## src/rtl/vc_output_scheduler_pkg.sv

```systemverilog
// vc_output_scheduler_pkg: shared sizes, FSM states and one-hot decode for the output VC scheduler
package vc_output_scheduler_pkg;
  localparam int NUM_VCS = 4;
  localparam int CREDITS_PER_VC = 16;
  localparam int CRED_W = $clog2(CREDITS_PER_VC + 1);
  localparam int VC_IDX_W = $clog2(NUM_VCS);
  typedef enum logic {IDLE, LOCKED} sched_state_e;
  function automatic logic [VC_IDX_W-1:0] onehot_to_idx(input logic [0:NUM_VCS-1] oh);
    onehot_to_idx = '0;
    for (int i = 0; i < NUM_VCS; i++) if (oh[i]) onehot_to_idx = VC_IDX_W'(i);
  endfunction
endpackage

```

## src/rtl/vc_output_scheduler_rr_arbiter.sv

```systemverilog
// vc_output_scheduler_rr_arbiter: rotating-priority arbiter, highest priority at ptr_i
module vc_output_scheduler_rr_arbiter #(
  parameter int N = 4,
  parameter int IDX_W = $clog2(N)
) (
  input  logic [0:N-1]     req_i,
  input  logic [IDX_W-1:0] ptr_i,
  output logic [0:N-1]     gnt_o
);
  logic [IDX_W-1:0] idx;
  // Scan from the farthest offset down so the nearest requester wins last.
  always_comb begin
    gnt_o = '0;
    idx = '0;
    for (int k = N - 1; k >= 0; k--) begin
      idx = IDX_W'((int'(ptr_i) + k) % N);
      if (req_i[idx]) begin
        gnt_o = '0;
        gnt_o[idx] = 1'b1;
      end
    end
  end
endmodule

```

## src/rtl/vc_output_scheduler.sv

```systemverilog
// vc_output_scheduler: credit-tracked wormhole VC scheduler with round-robin packet arbitration; VC_SCHED_ERR_CAPTURE_EN enables the sticky error flag
module vc_output_scheduler
  import vc_output_scheduler_pkg::*;
(
  input  logic                       clk,
  input  logic                       reset,
  input  logic [0:NUM_VCS-1]         req_valid,
  input  logic [0:NUM_VCS-1]         req_head,
  input  logic [0:NUM_VCS-1]         req_tail,
  output logic [0:NUM_VCS-1]         gnt,
  output logic                       out_valid,
  output logic [0:VC_IDX_W-1]        out_vc,
  input  logic                       cred_valid,
  input  logic [0:VC_IDX_W-1]        cred_vc,
  output logic [0:NUM_VCS*CRED_W-1]  credits_avail,
  output logic                       error
);
  sched_state_e state_q, state_d;
  logic [VC_IDX_W-1:0] owner_q, owner_d, rr_q, rr_d, gnt_idx, cvc, out_vc_q;
  logic [CRED_W-1:0] cred_q [NUM_VCS];
  logic [CRED_W-1:0] cred_d [NUM_VCS];
  logic [0:NUM_VCS-1] elig, arb_req, arb_gnt, owner_oh, ovf;
  logic gnt_any, gnt_tail, bad_vc, out_valid_q;
  assign cvc = cred_vc;
  assign bad_vc = cred_valid && int'(cvc) >= NUM_VCS;
  for (genvar v = 0; v < NUM_VCS; v++) begin : g_vc
    logic inc;
    assign elig[v] = req_valid[v] && cred_q[v] != '0;
    assign inc = cred_valid && !bad_vc && cvc == VC_IDX_W'(v);
    assign ovf[v] = inc && !gnt[v] && cred_q[v] == CRED_W'(CREDITS_PER_VC);
    assign cred_d[v] = (inc == gnt[v] || ovf[v]) ? cred_q[v] : inc ? cred_q[v] + 1'b1 : cred_q[v] - 1'b1;
    assign credits_avail[v*CRED_W +: CRED_W] = cred_q[v];
  end
  assign arb_req = (state_q == IDLE) ? elig & req_head : '0;
  vc_output_scheduler_rr_arbiter #(.N(NUM_VCS)) u_arb (
    .req_i (arb_req),
    .ptr_i (rr_q),
    .gnt_o (arb_gnt)
  );
  always_ff @(posedge clk) begin
    if (!reset) begin
      state_q <= IDLE;
      owner_q <= '0;
      rr_q <= '0;
      out_valid_q <= 1'b0;
      out_vc_q <= '0;
      for (int i = 0; i < NUM_VCS; i++) cred_q[i] <= CRED_W'(CREDITS_PER_VC);
    end else begin
      state_q <= state_d;
      owner_q <= owner_d;
      rr_q <= rr_d;
      out_valid_q <= gnt_any;
      out_vc_q <= gnt_idx;
      cred_q <= cred_d;
    end
  end
  always_comb begin
    state_d = !gnt_any ? state_q : gnt_tail ? IDLE : LOCKED;
    owner_d = (gnt_any && state_q == IDLE) ? gnt_idx : owner_q;
    rr_d = gnt_tail ? ((gnt_idx == VC_IDX_W'(NUM_VCS - 1)) ? '0 : gnt_idx + 1'b1) : rr_q;
  end
  // While locked only the owner may move, and only if it has a flit and a credit.
  always_comb begin
    owner_oh = '0;
    owner_oh[owner_q] = 1'b1;
    gnt = !reset ? '0 : (state_q == IDLE) ? arb_gnt : owner_oh & elig;
  end
  assign gnt_any = |gnt;
  assign gnt_idx = onehot_to_idx(gnt);
  assign gnt_tail = gnt_any && req_tail[gnt_idx];
  assign out_valid = out_valid_q;
  assign out_vc = out_vc_q;
`ifdef VC_SCHED_ERR_CAPTURE_EN
  logic err_q, head_in_lock;
  assign head_in_lock = state_q == LOCKED && req_valid[owner_q] && req_head[owner_q];
  always_ff @(posedge clk) begin
    if (!reset) err_q <= 1'b0;
    else if (|ovf || bad_vc || head_in_lock) err_q <= 1'b1;
  end
  assign error = err_q;
`else
  assign error = 1'b0;
`endif
endmodule

```

## config.mk

```make
export PLATFORM = sky130hd
export DESIGN_NAME = vc_output_scheduler
export DESIGN_NICKNAME = d
export VERILOG_FILES = /design/src/rtl/vc_output_scheduler_pkg.sv /design/src/rtl/vc_output_scheduler_rr_arbiter.sv /design/src/rtl/vc_output_scheduler.sv
export SDC_FILE = /design/constraint.sdc
export NUM_CORES = 1
export LEC_CHECK = 0
export CORE_ASPECT_RATIO = 1.25
export CORE_MARGIN = 2
export CORE_UTILIZATION = 35
export CTS_BUF_LIST = sky130_fd_sc_hd__clkbuf_2 sky130_fd_sc_hd__clkbuf_4 sky130_fd_sc_hd__clkbuf_8
export DETAILED_ROUTE_END_ITERATION = 8
export GPL_TIMING_DRIVEN = 0
export HOLD_SLACK_MARGIN = 0.1
export MAX_ROUTING_LAYER = met4
export PLACE_DENSITY = 0.58
export SLEW_MARGIN = 10
export SYNTH_ARGS = -nofsm -noshare
export SYNTH_HDL_FRONTEND = slang
export SYNTH_SLANG_ARGS = --single-unit
```

## constraint.sdc

```tcl
create_clock -name clk -period 3.71 [get_ports clk]
set_clock_uncertainty 0.1 [all_clocks]
set_input_delay 0.371 -clock clk [delete_from_list [all_inputs] [get_ports clk]]
set_output_delay 0.371 -clock clk [all_outputs]
set_load 0.05 [all_outputs]
```

==> summary.txt, run 1 <==
Status
  – Status: completed

Detailed routing
  – Via count: ~2,100
  – Wire per inst: 15.12 um
  – Initial DRC Count: 81
  – Total Routed Length: 6001 um
  – Residual DRC: 0
  – Drt first pass iters: 4
  – DRT antenna net count: 0
  – Drt via density: 5.295

STA
  – Final min period: 3.494 ns
  – Fmax: 0.2862 GHz
  – RSZ-0062 raised after global routing: false
  – Fin. Hold Viols: 0
  – Slew headroom: 0.6107
  – Final period util: 0.9417
  – Final setup fails: 0
  – Sum of negative setup slack: 0 ns
  – Worst-margin pin slew: 0.5831 ns
  – Slew Limit Fails: 0

Pwr
  – Switch Pwr: 1.495 mW
  – P_int: 1.315 mW
  – Power Dens Cells: around 1000 mW/mm^2
  – Clock network fraction of total power: 0.059
  – Sw frac: 0.5320
  – Combinational power share: 0.731
  – Leak Pwr: 1.249 nW
  – Max IR drop VDD: 0.5047 mV
  – Sequential fraction of design power: 0.210

Yosys
  – Synth cell types: 54
  – Syn Area/Cell: 8.687 sq um
  – Async set-reset flop share out of synthesis: 0
  – Synth Register Bits: 28
  – Mapped Area: roughly 0.0023 sq mm
  – Post-Synthesis Cells: 264
  – Post-synthesis sequential area ratio: 0.2444
  – Main synth FF type: dfxtp_1
  – Total number of yosys warnings: 0
  – Syn_nets: between 300 and 400
  – Post-synth EDFFs: 0

GRT
  – Total track usage: 0.1699
  – GRT overflow: 0
  – First-pass GRT wire length: 9604 um
  – Vias in the first global route: 1,944
  – Largest net degree at the start of global routing: 15
  – Antenna violations before repair: 0

Critical path
  – WP data arrival: 3.02 ns
  – Crit path kind: reg -> out
  – Startpoint Class: flop
  – Maximum fanout along the worst path: 9
  – CP Capture Type: output pin
  – Reg2Reg Depth: 11
  – Req. time, crit path: approximately 3.2 ns

Cells and area
  – Layout cell share with drive strength beyond 1: 0.09032
  – Commonest non-fill, non-tap cell in the layout: clkdlybuf4s50_1
  – Final nets: 349
  – Commonest non-fill, non-tap cells in the layout: clkdlybuf4s50_1, dfxtp_1, inv_1
  – N_diodes: 0
  – Final Cell Area: 0.002879 sq mm
  – Area growth, synth to finish: 25.53%

Floorplan
  – Site row count: 33
  – Die Span Y: 94.51 um
  – Core Region: roughly 0.0064 sq mm
  – Num ports: 45
  – Die width: 76.40 um
  – DIE AREA: 0.007220 sq mm
  – Initial Util: 0.3561

Clock tree
  – Worst skew pair latency: 0.27 ns
  – Root Buffer: clkbuf_8
  – # clock sinks: 28
  – Clock buffer depth: 2
  – CTS H-tree depth: 1
  – TritonCTS clock tree: built
  – Postcts setup bufs: 0
  – Clk slew on worst S/H paths: 0.09 ns
  – Cts bufs inserted: 3

Placed design
  – DP Wirelength: around 4800 um
  – Placed Area: between 0.002 and 0.003 sq mm
  – Gpl congestion: around 0.88
  – Port-buffer cells: 43

Job
  – Max Cap Viol: 0

Hold path
  – Hold Crit Class: reg -> reg
  – Worst Hold Depth: 2
[cell families (layout without fill, tap and decap cells)]
group	count (synthesis)	after routing	share of synthesized area
adders and majority gates	20	20	0.1222
AOI/OAI and AO/OA	88	88	0.2842
buffers and inverters	30	76	0.05238
and+or+nand+nor	65	65	0.1560
DFF	28	28	0.2444
xor gates and xnor gates	17	17	0.06492
other	1	1	0.001635
muxes	15	15	0.07420
[power by group through the flow]
stage               registers [mW]  logic (mW)  clock network [mW]
floorplan                    0.899        1.22                   0
global placement             0.596        2.04                   0
global route                 0.615        2.24               0.183
detailed placement           0.596        2.06                   0
finish                       0.589        2.05               0.167
CTS                          0.590        2.06               0.175
[state kept, by name, indices dropped and copies added (netlist names)]
register	cells
out_vc	2
state_q	1
out_valid	1
credits_avail	20
owner_q	2
rr_q	2
[critical path: stages, from the launching register on]
cell	delay [ns]
dfxtp_2	0.44
inv_1	0.14
ha_1	0.43
inv_1	0.12
a211o_1	0.28
a21oi_1	0.28
o2111ai_1	0.16
o2111ai_1	0.12
o211ai_1	0.28
inv_1	0.23
clkbuf_4	0.27
[cells in the mapped netlist (all sizes together) (2+ instances only)]
cell | count | share of area
o21ai | 10 | 0.022
ha | 16 | 0.087
nor2 | 11 | 0.018
nand3 | 11 | 0.026
a211oi | 2 | 0.0065
or4 | 5 | 0.020
a32oi | 2 | 0.0076
or3 | 3 | 0.0082
a21o | 10 | 0.033
o22ai | 2 | 0.0055
mux2i | 15 | 0.074
a211o | 2 | 0.0076
and2 | 6 | 0.016
o211a | 4 | 0.017
clkbuf | 6 | 0.010
xor2 | 8 | 0.031
dfxtp | 28 | 0.24
nand3b | 2 | 0.0065
a31oi | 4 | 0.011
nand2 | 13 | 0.022
xnor2 | 9 | 0.034
buf | 3 | 0.0076
a21oi | 15 | 0.033
o211ai | 4 | 0.013
a21boi | 5 | 0.016
nor2b | 10 | 0.027
fa | 4 | 0.035
o2111ai | 17 | 0.065
inv | 21 | 0.034
[per-stage QoR]
step                      hold slack, ns  utilization  power [mW]  cells  setup slack, ns
after CTS                         0.4203       0.4485       2.829    397         0.006849
after global placement            0.4097       0.4398       2.640    394          -0.4217
after detailed placement          0.4087       0.4398       2.654    394          -0.3839
after floorplan                   0.4089            -       2.119    264           0.2870
after global routing              0.4482       0.4470       3.037    397          0.01342
final                             0.4164       0.4470       2.810    397           0.2164
[final timing paths]
check / from / to / slack (ns)
min reg2reg: rr_q[0] / rr_q[0] / 0.42
max reg2reg: credits_avail[14] / state_q / 0.31
min: rr_q[0] / rr_q[0] / 0.42
max: rr_q[1] / gnt[2] / 0.22
[cell type report]
class	instances	area, sq um
multi-input cells	206	1633
well taps	87	108.9
inverters	21	78.83
repair buffers	43	412.9
flip-flops and latches	28	563.0
clock buffers	3	41.29
fillers	687	3562
plain buffers	9	41.29
[per-layer routing]
| layer | routed length (um) | GRT usage | up-vias |
|---|---|---|---|
| met5 | 0 | - | - |
| met4 | 68 | 0.04697 | 0 |
| met3 | 178 | 0.01721 | 4 |
| met2 | 3026 | 0.3024 | 37 |
| met1 | 2728 | 0.2056 | 977 |
| li1 | - | - | 1084 |
[repair_timing]
action / CTS / global route
resized for setup: 12 / 11
hold buffers: 0 / 0
endpoints found under the setup margin: 4 / 4
pin swaps: 0 / 1
hold endpoints to repair: 0 / 0
Power figures use the tool's default switching activity.
==> inputs of run 2 (changes only) <==
--- a/config.mk
+++ b/config.mk
@@ -5,6 +5,7 @@
 export SDC_FILE = /design/constraint.sdc
 export NUM_CORES = 1
 export LEC_CHECK = 0
+export ABC_CLOCK_PERIOD_IN_PS = 3710
 export CORE_ASPECT_RATIO = 1.25
 export CORE_MARGIN = 2
 export CORE_UTILIZATION = 35
==> results of run 2 <==
No change in the layout: final DEF, timing and power equal those of run 1.
